### config.mk
export PLATFORM = sky130hd
export DESIGN_NAME = product_ram_reader
export DESIGN_NICKNAME = d
export VERILOG_FILES = /design/src/rtl/product_ram_reader.sv
export SDC_FILE = /design/constraint.sdc
export NUM_CORES = 1
export LEC_CHECK = 0
export BUFFER_PORTS_ARGS = -buffer_cell sky130_fd_sc_hd__buf_4
export CAP_MARGIN = 25
export CORE_UTILIZATION = 44
export DETAILED_ROUTE_END_ITERATION = 12
export PLACE_DENSITY = 0.72
export SLEW_MARGIN = 20
export SYNTH_ARGS = -nofsm -noshare
export SYNTH_HDL_FRONTEND = slang
export SYNTH_SLANG_ARGS = --single-unit
### constraint.sdc
create_clock -name clk -period 1.85 [get_ports clk]
set_input_delay 0.0925 -clock clk [delete_from_list [all_inputs] [get_ports clk]]
set_output_delay 0.0925 -clock clk [all_outputs]
set_load 0.01 [all_outputs]
### src/rtl/product_ram_reader.sv
// product_ram_reader: reads a run of consecutive result-RAM entries and streams
// each word, tagged with its address, on a valid/ready interface.
// One RAM read is outstanding at most; a word is issued, captured, then held
// until the consumer takes it.
// Optional feature macro: PRODUCT_READER_CHECKSUM_EN adds a running modulo-2**DW
// sum of the accepted words on the checksum port. When the macro is undefined,
// checksum is tied to zero.
// done is high during the DONE state cycle, which is the cycle right after the
// last handshake, or the cycle right after the start edge when count is zero.
module product_ram_reader #(
    parameter int unsigned DW = 8,
    parameter int unsigned AW = 3
) (
    input  logic          clk,
    input  logic          rst,
    input  logic          start,
    input  logic [AW-1:0] start_adr,
    input  logic [AW:0]   count,
    output logic          ram_rd,
    output logic [AW-1:0] ram_adr,
    input  logic [DW-1:0] ram_data,
    output logic          out_valid,
    input  logic          out_ready,
    output logic [DW-1:0] out_data,
    output logic [AW-1:0] out_adr,
    output logic          busy,
    output logic          done,
    output logic [DW-1:0] checksum,
    output logic [3:0]    st_out
);

    localparam int unsigned Depth    = 2 ** AW;
    localparam logic [AW:0] MaxCount = (AW + 1)'(Depth);

    // State codes double as the debug code on st_out.
    typedef enum logic [3:0] {
        StIdle  = 4'b0000,
        StIssue = 4'b0001,
        StWait  = 4'b0010,
        StHold  = 4'b0100,
        StDone  = 4'b1000
    } state_e;

    state_e        state_q;
    logic [AW-1:0] ptr_q;
    logic [AW:0]   remaining_q;
    logic [AW:0]   count_clamped;
    logic          accept;
    logic          handshake;

    // Counts beyond the RAM depth are clamped to a full-RAM dump.
    assign count_clamped = (count > MaxCount) ? MaxCount : count;
    assign accept        = (state_q == StIdle) && start;
    assign handshake     = (state_q == StHold) && out_valid && out_ready;
    assign st_out        = state_q;

    // Dump sequencer; every output is registered together with the state.
    always_ff @(posedge clk or negedge rst) begin
        if (!rst) begin
            state_q     <= StIdle;
            ptr_q       <= '0;
            remaining_q <= '0;
            ram_rd      <= 1'b0;
            ram_adr     <= '0;
            out_valid   <= 1'b0;
            out_data    <= '0;
            out_adr     <= '0;
            busy        <= 1'b0;
            done        <= 1'b0;
        end else begin
            ram_rd <= 1'b0;
            done   <= 1'b0;
            unique case (state_q)
                StIdle: begin
                    if (start) begin
                        busy <= 1'b1;
                        if (count == '0) begin
                            state_q <= StDone;
                            done    <= 1'b1;
                        end else begin
                            ptr_q       <= start_adr;
                            remaining_q <= count_clamped;
                            ram_rd      <= 1'b1;
                            ram_adr     <= start_adr;
                            state_q     <= StIssue;
                        end
                    end
                end
                StIssue: begin
                    state_q <= StWait;
                end
                StWait: begin
                    out_data  <= ram_data;
                    out_adr   <= ptr_q;
                    out_valid <= 1'b1;
                    state_q   <= StHold;
                end
                StHold: begin
                    if (out_ready) begin
                        out_valid   <= 1'b0;
                        ptr_q       <= ptr_q + 1'b1;
                        remaining_q <= remaining_q - 1'b1;
                        if (remaining_q == (AW + 1)'(1)) begin
                            state_q <= StDone;
                            done    <= 1'b1;
                        end else begin
                            // Next read is issued straight away with the wrapped address.
                            state_q <= StIssue;
                            ram_rd  <= 1'b1;
                            ram_adr <= ptr_q + 1'b1;
                        end
                    end
                end
                StDone: begin
                    busy    <= 1'b0;
                    state_q <= StIdle;
                end
                default: begin
                    busy    <= 1'b0;
                    state_q <= StIdle;
                end
            endcase
        end
    end

`ifdef PRODUCT_READER_CHECKSUM_EN
    logic [DW-1:0] checksum_q;

    // Running sum: cleared on an accepted start, accumulates each accepted word.
    always_ff @(posedge clk or negedge rst) begin
        if (!rst) begin
            checksum_q <= '0;
        end else if (accept) begin
            checksum_q <= '0;
        end else if (handshake) begin
            checksum_q <= checksum_q + out_data;
        end
    end

    assign checksum = checksum_q;
`else
    logic unused_cs;
    assign unused_cs = accept ^ handshake;
    assign checksum  = '0;
`endif

endmodule
==> results by group, run 1 <==
Synth
  – Fraction of registers with async set/reset: 100.0%
  – Post-synth EDFFs: 0
  – Netlist cell types: 36
  – Share of the synthesized area in the top cell type: 49.79%
  – Syn_area_per_cell: 11.48 sq um
  – Cells after Synth: 127
  – Post-Syn Area: 1458 sq um
  – #FFs+latches synth: 29
  – Yosys warning count: 0
  – Seq/Total Area, Yosys: 49.79%
  – Ys flop type: dfrtp_1
  – Top cells by area, synth: dfrtp_1 50%, mux2_2 11%, buf_4 4.1%
  – Synth area leader: dfrtp_1

Detailed routing
  – Metal3 WL: 166 um
  – Routed WL: 3262 um
  – Routed Antenna Nets: 0
  – Wirelength per Cell: 13.88 um
  – DRC Markers: 0
  – DR vias: 1186
  – Met2 routed WL: 1539 um
  – Vias per cell: 5.047
  – DR iter-0 viols: 26
  – Metal-1 WL: 1478 um
  – DR top layer: met4
  – DRT Pass-1 Iters: 4

Global route
  – Initial antenna violation count: 0
  – Vias in the first global route: 1191
  – First-pass GRT wire length: 5609 um
  – GRT Residual Overflow: 0
  – Largest net degree at the start of global routing: 30
  – Tot GR Track Use: 21.96%

Worst setup path
  – Cell family with most CP delay: simple AND/OR/NAND/NOR gates
  – CP startpoint kind: flop
  – Crit-path slowest cell: or4b_1
  – CP Class: flop to flop
  – Crit path top cell by count: mux2_4
  – Crit path largest cell delay: 0.64 ns
  – Critical Path Sink Type: flop
  – CP required: 2.07 ns
  – Critical-path cell list: or4b_1 > mux2_4 > mux2_4
  – CP Max Fanout: 4
  – Critical path arrival: 1.97 ns
  – CP bufs+invs: 0

CTS
  – Max H-tree Level: 2
  – Inserted Clock Buffers: 5
  – CTS tree: yes
  – Clk root buf: clkbuf_4
  – Clock buffer depth: 2
  – Post-CTS resize count: 0
  – Clk_lat worst skew: 0.33 ns
  – CTS sink count: 29
  – Clock transition at path regs: 0.09 ns

Placed design
  – Final Wtd Congestion: 0.7680
  – Port Buffer Count: 40
  – Hpwl dp: 2318 um

Final layout
  – Share of layout cells above drive strength 1: 42.41%
  – Layout net count: 212
  – Post-layout util: 64.35%
  – Area Growth Syn to Fin: 37.00%
  – Diodes inserted: 0

Pwr
  – Flop pwr share: 35.1%
  – Worst ir drop on vdd: 0.8145 mV
  – Leakage: 0.9364 nW
  – Switching power total: 1.212 mW
  – Logic pwr share: 54.0%
  – Switching fraction of total power: 36.50%
  – Clock share of power: 10.9%
  – Int Pwr: 2.108 mW
  – PD cells: 1662 nW/um^2

STA
  – Max Fclk: 570.9 MHz
  – Final Hold Violating Endpoints: 0
  – Final setup viols: 0
  – Max Slew Vio Count: 0
  – Skew final: 0.01114 ns
  – Period minus WS final: 1.752 ns
  – Final worst path period share: 94.68%
  – RSZ-0062 raised after global routing: no
  – Setup TNS: 0 ns

Die
  – Die area: 3547 sq um
  – Num ports: 49
  – Total core area: 3103 sq um
  – Horiz. Die Dim: 59.56 um
  – DIE HEIGHT: 59.56 um
  – Starting Density: 46.98%
  – Row cnt: 20

Run
  – Max-cap check violation count: 0

Worst hold path
  – Worst Hold Class: input port to flop

Outcome
  – Status: completed
==> per-layer routing <==
metal	GRT usage (%)	vias to the layer above
met5	0	-
met2	31.62	39
met3	8.079	10
li1	-	575
met1	29.67	562
met4	9.302	0
==> per-stage QoR <==
stage               std cells  setup slack, ns  hold slack, ns  instance area (sq um)  total power, mW
floorplan                 134          0.05448         -0.2031                   1484            2.185
global placement          218           0.1292         0.03038                   1856            2.895
detailed placement        218           0.1026         0.04049                   1856            2.949
CTS                       235          0.09393        0.003892                   1997            3.342
global route              235          0.02951         0.01803                   1997            3.603
finish                    235          0.09842         0.01700                   1997            3.319
==> worst reg2reg max path, stage by stage, from the launching register on <==
cell and delay [ns]:
dfrtp_1 0.41, or4b_1 0.64, mux2_4 0.35, mux2_4 0.26
==> layout by cell type, fill, tap and decap left out, types with 5 or more instances in the layout <==
| master | n |
|---|---|
| clkbuf_4 | 5 |
| dfrtp_1 | 29 |
| mux2_2 | 14 |
| conb_1 | 8 |
| nor2_1 | 7 |
| buf_4 | 53 |
| nand2_1 | 5 |
| o21ai_0 | 9 |
| dlygate4sd3_1 | 9 |
==> cell families after synthesis <==
| logic type | count (synthesis) | share of synthesized area (%) |
|---|---|---|
| adder cells (fa/ha/maj) | 3 | 2.575 |
| other | 1 | 0.2573 |
| XOR/XNOR | 1 | 0.6010 |
| multiplexers | 19 | 15.28 |
| AO/OA/AOI/OAI | 28 | 13.22 |
| buffers and inverters | 17 | 7.038 |
| AND/OR/NAND/NOR | 29 | 11.25 |
| flip-flops | 29 | 49.79 |
==> repair_timing <==
action,4_1_cts,5_1_grt
buffers inserted,0,0
hold buffers,9,0
endpoints found under the hold margin,37,0
==> layout make-up <==
class,instances,area (sq um)
Sequential cell,29,725.7
Multi-Input combinational cell,88,661.9
Inverter,4,15.01
Clock buffer,6,41.29
Fill cell,264,1106
Clock inverter,2,10.01
Tap cell,44,55.05
Timing Repair Buffer,62,488.0
==> path summary, 6_finish.rpt <==
path / from / to / slack, ns / cells past startpoint
min reg2reg: out_valid$_DFFE_PN0P_ / out_valid$_DFFE_PN0P_ / 0.51 / 1
min: out_ready / st_out[2]$_DFFE_PN0P_ / 0.02 / 2
max reg2reg: st_out[3]$_DFFE_PN0P_ / ram_adr[1]$_DFFE_PN0P_ / 0.1 / 3
max: st_out[3]$_DFFE_PN0P_ / ram_adr[1]$_DFFE_PN0P_ / 0.1 / 3
min in group asynchronous: rst / ptr_q[2]$_DFFE_PN0P_ / 0.21 / 2
max in group asynchronous: rst / out_data[5]$_DFFE_PN0P_ / 1.37 / 2
==> cell usage after synthesis, types with 2 or more instances <==
library cell and n:
a21oi_1 4, and3_1 2, and4_1 2, buf_4 8
clkbuf_1 3, dfrtp_1 29, ha_1 3, inv_1 4
mux2_2 14, mux2_4 3, mux2i_1 2, nand2_1 5
nand3_1 3, nor2_1 7, nor4b_1 3, o21ai_0 9
o221a_2 3, o22a_1 2, o22ai_1 4
==> registers in the layout (all words and copies together) (netlist names) <==
| register | count |
|---|---|
| out_adr | 3 |
| busy | 1 |
| out_valid | 1 |
| st_out | 4 |
| remaining_q | 4 |
| ram_rd | 1 |
| done | 1 |
| ptr_q | 3 |
| ram_adr | 3 |
| out_data | 8 |
==> power by group through the flow <==
stage | sequential, mW | clock, mW | combinational [mW]
global placement | 1.15 | 0 | 1.74
finish | 1.16 | 0.362 | 1.79
floorplan | 1.26 | 0 | 0.926
CTS | 1.16 | 0.378 | 1.80
detailed placement | 1.17 | 0 | 1.78
global route | 1.21 | 0.415 | 1.98
No activity file was read; power rests on OpenSTA's default activity.
==> run 2, diff against run 1 <==
Settings changed: CORE_MARGIN set to 2.
==> results by group, run 2 (synthesized netlist as in run 1, its figures left out) <==
Worst setup path
  – CP Class: flop to flop
  – Critical Path Sink Type: flop
  – Critical path arrival: 1.95 ns (-0.02 ns)
  – CP required: 2.07 ns (about the same)
  – CP Max Fanout: 6 (+2)
  – Critical-path cell list: or4b_1 > buf_4 > nand3_1 > o21ai_0 > mux2_2
  – Crit-path slowest cell: or4b_1
  – CP startpoint kind: flop
  – Crit path largest cell delay: 0.61 ns (-0.03 ns)

CTS
  – Clk_lat worst skew: 0.32 ns (about the same)
  – Inserted Clock Buffers: 5 (unchanged)
  – Max H-tree Level: 2 (unchanged)
  – Clock buffer depth: 2 (unchanged)
  – CTS sink count: 29 (unchanged)
  – Clk root buf: clkbuf_4
  – Clock transition at path regs: 0.10 ns (about the same)
  – CTS tree: yes
  – Post-CTS resize count: 0 (unchanged)
  – Post-CTS Setup Repair Bufs: 0 (unchanged)

Final layout
  – Share of layout cells above drive strength 1: 42.93% (+0.52 points)
  – Area Growth Syn to Fin: 37.25%
  – Biggest register: out_data
  – Commonest non-fill, non-tap cell in the layout: buf_4
  – FILL cells: 272 (+3.0%)
  – Most used cells in the layout excluding fill and tap cells: 53 x buf_4, 29 x dfrtp_1, 14 x mux2_2, 9 x o21ai_0, 9 x dlygate4sd3_1
  – Diodes inserted: 0 (unchanged)
  – Max FFs per register: 8 (unchanged)
  – Layout net count: 212 (unchanged)

Die
  – Total core area: 3103 sq um (unchanged)
  – Die area: 3789 sq um (+6.8%)
  – DIE HEIGHT: 61.56 um (+3.4%)
  – Row cnt: 20 (unchanged)
  – Num ports: 49 (unchanged)
  – Starting Density: 46.98% (unchanged)
  – Horiz. Die Dim: 61.56 um (+3.4%)

Detailed routing
  – Routed Antenna Nets: 0 (unchanged)
  – DRC Markers: 0 (unchanged)
  – DRT Pass-1 Iters: 4 (unchanged)
  – Routed WL: 3469 um (+6.3%)
  – DR vias: 1227 (+3.5%)
  – Vias per cell: 5.221 (+3.5%)
  – DR top layer: met4
  – Metal3 WL: 195 um (+17%)
  – Metal-1 WL: 1426 um (-3.5%)
  – DR iter-0 viols: 63 (+140%)
  – Wirelength per Cell: 14.76 um (+6.3%)
  – Met2 routed WL: 1793 um (+17%)

Run
  – Max-cap check violation count: 0 (unchanged)

Placed design
  – Hpwl dp: 2437 um (+5.1%)
  – Final Wtd Congestion: 0.8368 (+9.0%)
  – Port Buffer Count: 40 (unchanged)

Global route
  – Tot GR Track Use: 19.91% (-2.0 points)
  – GRT Residual Overflow: 0 (unchanged)
  – Vias in the first global route: 1156 (-2.9%)
  – Initial antenna violation count: 0 (unchanged)
  – First-pass GRT wire length: 5444 um (-2.9%)
  – Largest net degree at the start of global routing: 30 (unchanged)

STA
  – Worst hold slack: 0.04369 ns (+0.02669 ns)
  – Period minus WS final: 1.730 ns (-0.02130 ns)
  – Max Fclk: 577.9 MHz (+1.2%)
  – Final Hold Violating Endpoints: 0 (unchanged)
  – Skew final: 0.005638 ns (-0.005500 ns)
  – Final worst path period share: 93.53% (-1.2 points)
  – Final setup viols: 0 (unchanged)
  – Max Slew Vio Count: 0 (unchanged)
  – RSZ-0062 raised after global routing: no
  – Setup TNS: 0 ns (unchanged)

Outcome
  – Status: completed

Pwr
  – PD cells: 1665 nW/um^2 (+0.19%)
  – Leakage: 0.9349 nW (-0.16%)
  – Worst ir drop on vdd: 0.8936 mV (+9.7%)

Worst hold path
  – Worst Hold Class: input port to flop
run 2: cell count changes in the layout (fill, tap and decap cells not counted), sizes merged:
cell	change
clkinvlp	+1
clkbuf	-1
run 2: power breakdown:
group / internal [mW] / switching [mW]
registers: 0.940 / 0.215
clock network: 0.143 / 0.239
logic: 1.01 / 0.784
run 2: metal layers:
metal  global-route usage, %  vias up
met5                       0        -
met4                   6.991        0
met3                   6.092        8
met2                   32.18       47
met1                   25.30      594
li1                        -      578
run 2: path summary, 6_finish.rpt:
| path | slack (ns) | depth (start not counted) | start | end |
|---|---|---|---|---|
| worst min register to register | 0.51 | 1 | out_valid$_DFFE_PN0P_ | out_valid$_DFFE_PN0P_ |
| max in group asynchronous | 1.36 | 2 | rst | out_data[1]$_DFFE_PN0P_ |
| min in group asynchronous | 0.21 | 2 | rst | ptr_q[2]$_DFFE_PN0P_ |
| worst max register to register | 0.12 | 5 | st_out[3]$_DFFE_PN0P_ | remaining_q[1]$_DFFE_PN0P_ |
| worst max-delay path | 0.12 | 5 | st_out[3]$_DFFE_PN0P_ | remaining_q[1]$_DFFE_PN0P_ |
| worst min-delay path | 0.04 | 3 | start | busy$_DFFE_PN0P_ |
run 2: layout make-up:
type	count	area, sq um	share of cell area (%)
sequential	29	725.7	36.27
multi-input combinational	88	661.9	33.08
timing repair buffer	62	488.0	24.39
tap	44	55.05	2.752
clock buffer	5	37.54	1.876
clock inverter	3	17.52	0.8755
inverter	4	15.01	0.7505
run 2: metrics by stage:
step,power [mW],std cells,area (sq um),setup WS [ns],util [%]
floorplan,2.185,134,1484,0.05448,-
global placement,2.882,218,1856,0.1733,59.80
detailed placement,2.951,218,1856,0.1333,59.80
CTS,3.358,235,2001,0.1238,64.48
global route,3.576,235,2001,0.06254,64.48
finish,3.332,235,2001,0.1197,64.48
run 2: worst max-delay path, delay by kind of cell (launching register included):
kind                   cells  cell delay, ns
flip-flops                 1            0.41
multiplexers               1            0.26
buffers and inverters      1            0.20
AND/OR/NAND/NOR            2            0.69
AO/OA/AOI/OAI              1            0.08
run 2: what timing repair did:
action | in CTS | in global routing
endpoints found under the hold margin | 37 | 0
hold buffers | 9 | 0
setup endpoints to repair | 0 | 0
==> run 3, diff against run 2 <==
Settings changed: CORE_UTILIZATION 44 to 49, HOLD_SLACK_MARGIN set to 0.05, PLACE_DENSITY 0.72 to 0.76.
Clock period 1.85 ns to 1.98 ns, I/O delays scaled along.
==> results by group, run 3 (synthesized netlist as in run 1, its figures left out) <==
Worst hold path
  – Worst Hold Class: input port to flop
  – Hold EP: ram_adr[1]$_DFFE_PN0P_
  – Hold path depth: 3 (unchanged)
  – Worst Hold Launch: start_adr[1]

Worst setup path
  – Worst r2r src: st_out[3]$_DFFE_PN0P_
  – Critical Path Sink Type: flop
  – Crit path top cell by count: mux2_4
  – Cell family with most CP delay: simple AND/OR/NAND/NOR gates
  – Crit-path slowest cell: or4b_1
  – Worst Reg-to-Reg Cells: 3 (-2)
  – Crit path largest cell delay: 0.68 ns (+0.07 ns)
  – Critical-path cell list: or4b_1 > mux2_4 > mux2_4
  – CP required: 2.20 ns (+0.13 ns)
  – FF-to-FF End: ptr_q[1]$_DFFE_PN0P_
  – CP Class: flop to flop
  – CP Max Fanout: 7 (+1)
  – Reg2reg setup slack: 0.11 ns (about the same)
  – CP startpoint kind: flop
  – CP bufs+invs: 0 (-1)
  – Critical path arrival: 2.09 ns (+0.14 ns)

CTS
  – CTS sink count: 29 (unchanged)
  – Clk_lat worst skew: 0.33 ns (about the same)
  – Clock transition at path regs: 0.10 ns (about the same)
  – Inserted Clock Buffers: 5 (unchanged)
  – Clk root buf: clkbuf_4
  – Clock buffer depth: 2 (unchanged)
  – Max H-tree Level: 2 (unchanged)
  – Post-CTS Setup Repair Bufs: 0 (unchanged)
  – CTS tree: yes

Detailed routing
  – Routed Antenna Nets: 0 (unchanged)
  – DR iter-0 viols: 37 (-41%)
  – DRT Pass-1 Iters: 4 (unchanged)
  – Routed WL: 3451 um (-0.52%)
  – Vias per cell: 5.489 (+5.1%)
  – DR vias: 1202 (-2.0%)
  – DRC Markers: 0 (unchanged)
  – Wirelength per Cell: 15.76 um (+6.7%)

Final layout
  – Share of layout cells above drive strength 1: 40.43% (-2.5 points)
  – Final instance area: 1984 sq um (-0.81%)
  – Biggest register: out_data
  – Layout net count: 209 (-1.4%)
  – Commonest non-fill, non-tap cell in the layout: buf_4
  – Most used cells in the layout excluding fill and tap cells: 47 x buf_4, 29 x dfrtp_1, 14 x mux2_2, 12 x dlygate4sd3_1, 9 x o21ai_0
  – Max FFs per register: 8 (unchanged)
  – Area of the multi-input gates: 661.9 sq um (unchanged)
  – Register area: 725.7 sq um (unchanged)
  – Area Growth Syn to Fin: 36.14%
  – Diodes inserted: 0 (unchanged)
  – FILL cells: 208 (-24%)

Global route
  – GRT Residual Overflow: 0 (unchanged)
  – Tot GR Track Use: 23.48% (+3.6 points)
  – Largest net degree at the start of global routing: 30 (unchanged)
  – Vias in the first global route: 1232 (+6.6%)
  – First-pass GRT wire length: 5892 um (+8.2%)
  – Initial antenna violation count: 0 (unchanged)

Run
  – Max-cap check violation count: 0 (unchanged)

Die
  – Num ports: 49 (unchanged)
  – DIE HEIGHT: 58.54 um (-4.9%)
  – Die area: 3427 sq um (-9.6%)
  – Starting Density: 52.41% (+5.4 points)
  – Row cnt: 19 (-5.0%)
  – Total core area: 2781 sq um (-10%)
  – Horiz. Die Dim: 58.54 um (-4.9%)

STA
  – RSZ-0062 raised after global routing: no
  – Final worst path period share: 94.60% (+1.1 points)
  – Final Hold Violating Endpoints: 0 (unchanged)
  – Period minus WS final: 1.873 ns (+0.1428 ns)
  – Final setup viols: 0 (unchanged)
  – Max Slew Vio Count: 0 (unchanged)
  – Skew final: 0.01217 ns (+0.006536 ns)
  – Setup TNS: 0 ns (unchanged)
  – Max Fclk: 533.9 MHz (-7.6%)

Pwr
  – Worst ir drop on vdd: 1.293 mV (+45%)
  – PD cells: 1563 nW/um^2 (-6.2%)
  – Leakage: 0.9297 nW (-0.56%)

Placed design
  – Post-DP Area: 1794 sq um (-3.3%)
  – Final Wtd Congestion: 0.8649 (+3.4%)
  – Hpwl dp: 2424 um (-0.55%)
  – Port Buffer Count: 40 (unchanged)

Outcome
  – Status: completed
## run 3: cell types whose count changed in the layout (fill, tap and decap cells not counted), sizes merged
cell | previous run | this run
clkinvlp | 1 | 0
buf | 53 | 47
dlygate4sd3 | 9 | 12
clkbuf | 5 | 7
clkinv | 2 | 1
## run 3: worst max path at each step
| stage | startpoint | endpoint | slack, ns | depth (start not counted) |
|---|---|---|---|---|
| 6_report | st_out[3]$_DFFE_PN0P_ | ptr_q[1]$_DFFE_PN0P_ | 0.11 | 3 |
| 2_1_floorplan | st_out[3]$_DFFE_PN0P_ | ptr_q[1]$_DFFE_PN0P_ | 0.18 | 4 |
| 3_5_place_dp | st_out[3]$_DFFE_PN0P_ | ram_adr[0]$_DFFE_PN0P_ | 0.13 | 5 |
| 5_1_grt | st_out[3]$_DFFE_PN0P_ | remaining_q[1]$_DFFE_PN0P_ | 0.03 | 4 |
| 4_1_cts | st_out[3]$_DFFE_PN0P_ | ram_adr[0]$_DFFE_PN0P_ | 0.12 | 5 |
| 3_3_place_gp | st_out[3]$_DFFE_PN0P_ | ptr_q[1]$_DFFE_PN0P_ | 0.17 | 3 |
## run 3: stage by stage
stage          total power, mW  std cells  hold WS (ns)  utilization [%]  worst slack (ns)
2_1_floorplan            2.042        134       -0.1966                -            0.1845
4_1_cts                  3.115        219        0.1367            71.35            0.1160
3_5_place_dp             2.680        199       0.04171            64.51            0.1317
6_report                 3.101        219        0.1375            71.35            0.1069
3_3_place_gp             2.607        199       0.03929            64.51            0.1738
5_1_grt                  3.353        219        0.1244            71.35           0.02857
## run 3: where the power goes
group	leakage, nW	internal, mW	switching [mW]
Combinational	0.540	0.889	0.696
Sequential	0.349	0.879	0.222
Clock	0.0413	0.205	0.210
Total	0.930	1.97	1.13
## run 3: layout make-up
cell class	instances	area share [%]
repair buffers	59	23.83
flip-flops and latches	29	36.57
clock inverters	1	0.2522
clock buffers	7	3.279
inverters	4	0.7566
well taps	31	1.955
multi-input cells	88	33.35
## run 3: worst min-delay path, cell delays in order
cell and delay, ns:
buf_4 0.08, mux2_4 0.14, mux2_4 0.13
## run 3: what timing repair did
| item | in CTS | in global routing |
|---|---|---|
| gates resized for setup | 0 | 0 |
| endpoints found under the hold margin | 40 | 0 |
| hold buffers | 12 | 0 |
## run 3: per-layer routing
metal | share of wire [%] | vias to the layer above | GRT usage (%)
met5 | 0 | - | 0
met4 | 1.7 | 0 | 7.309
met3 | 5.9 | 8 | 8.352
met2 | 52 | 40 | 39.17
met1 | 40 | 581 | 28.45
li1 | - | 573 | -
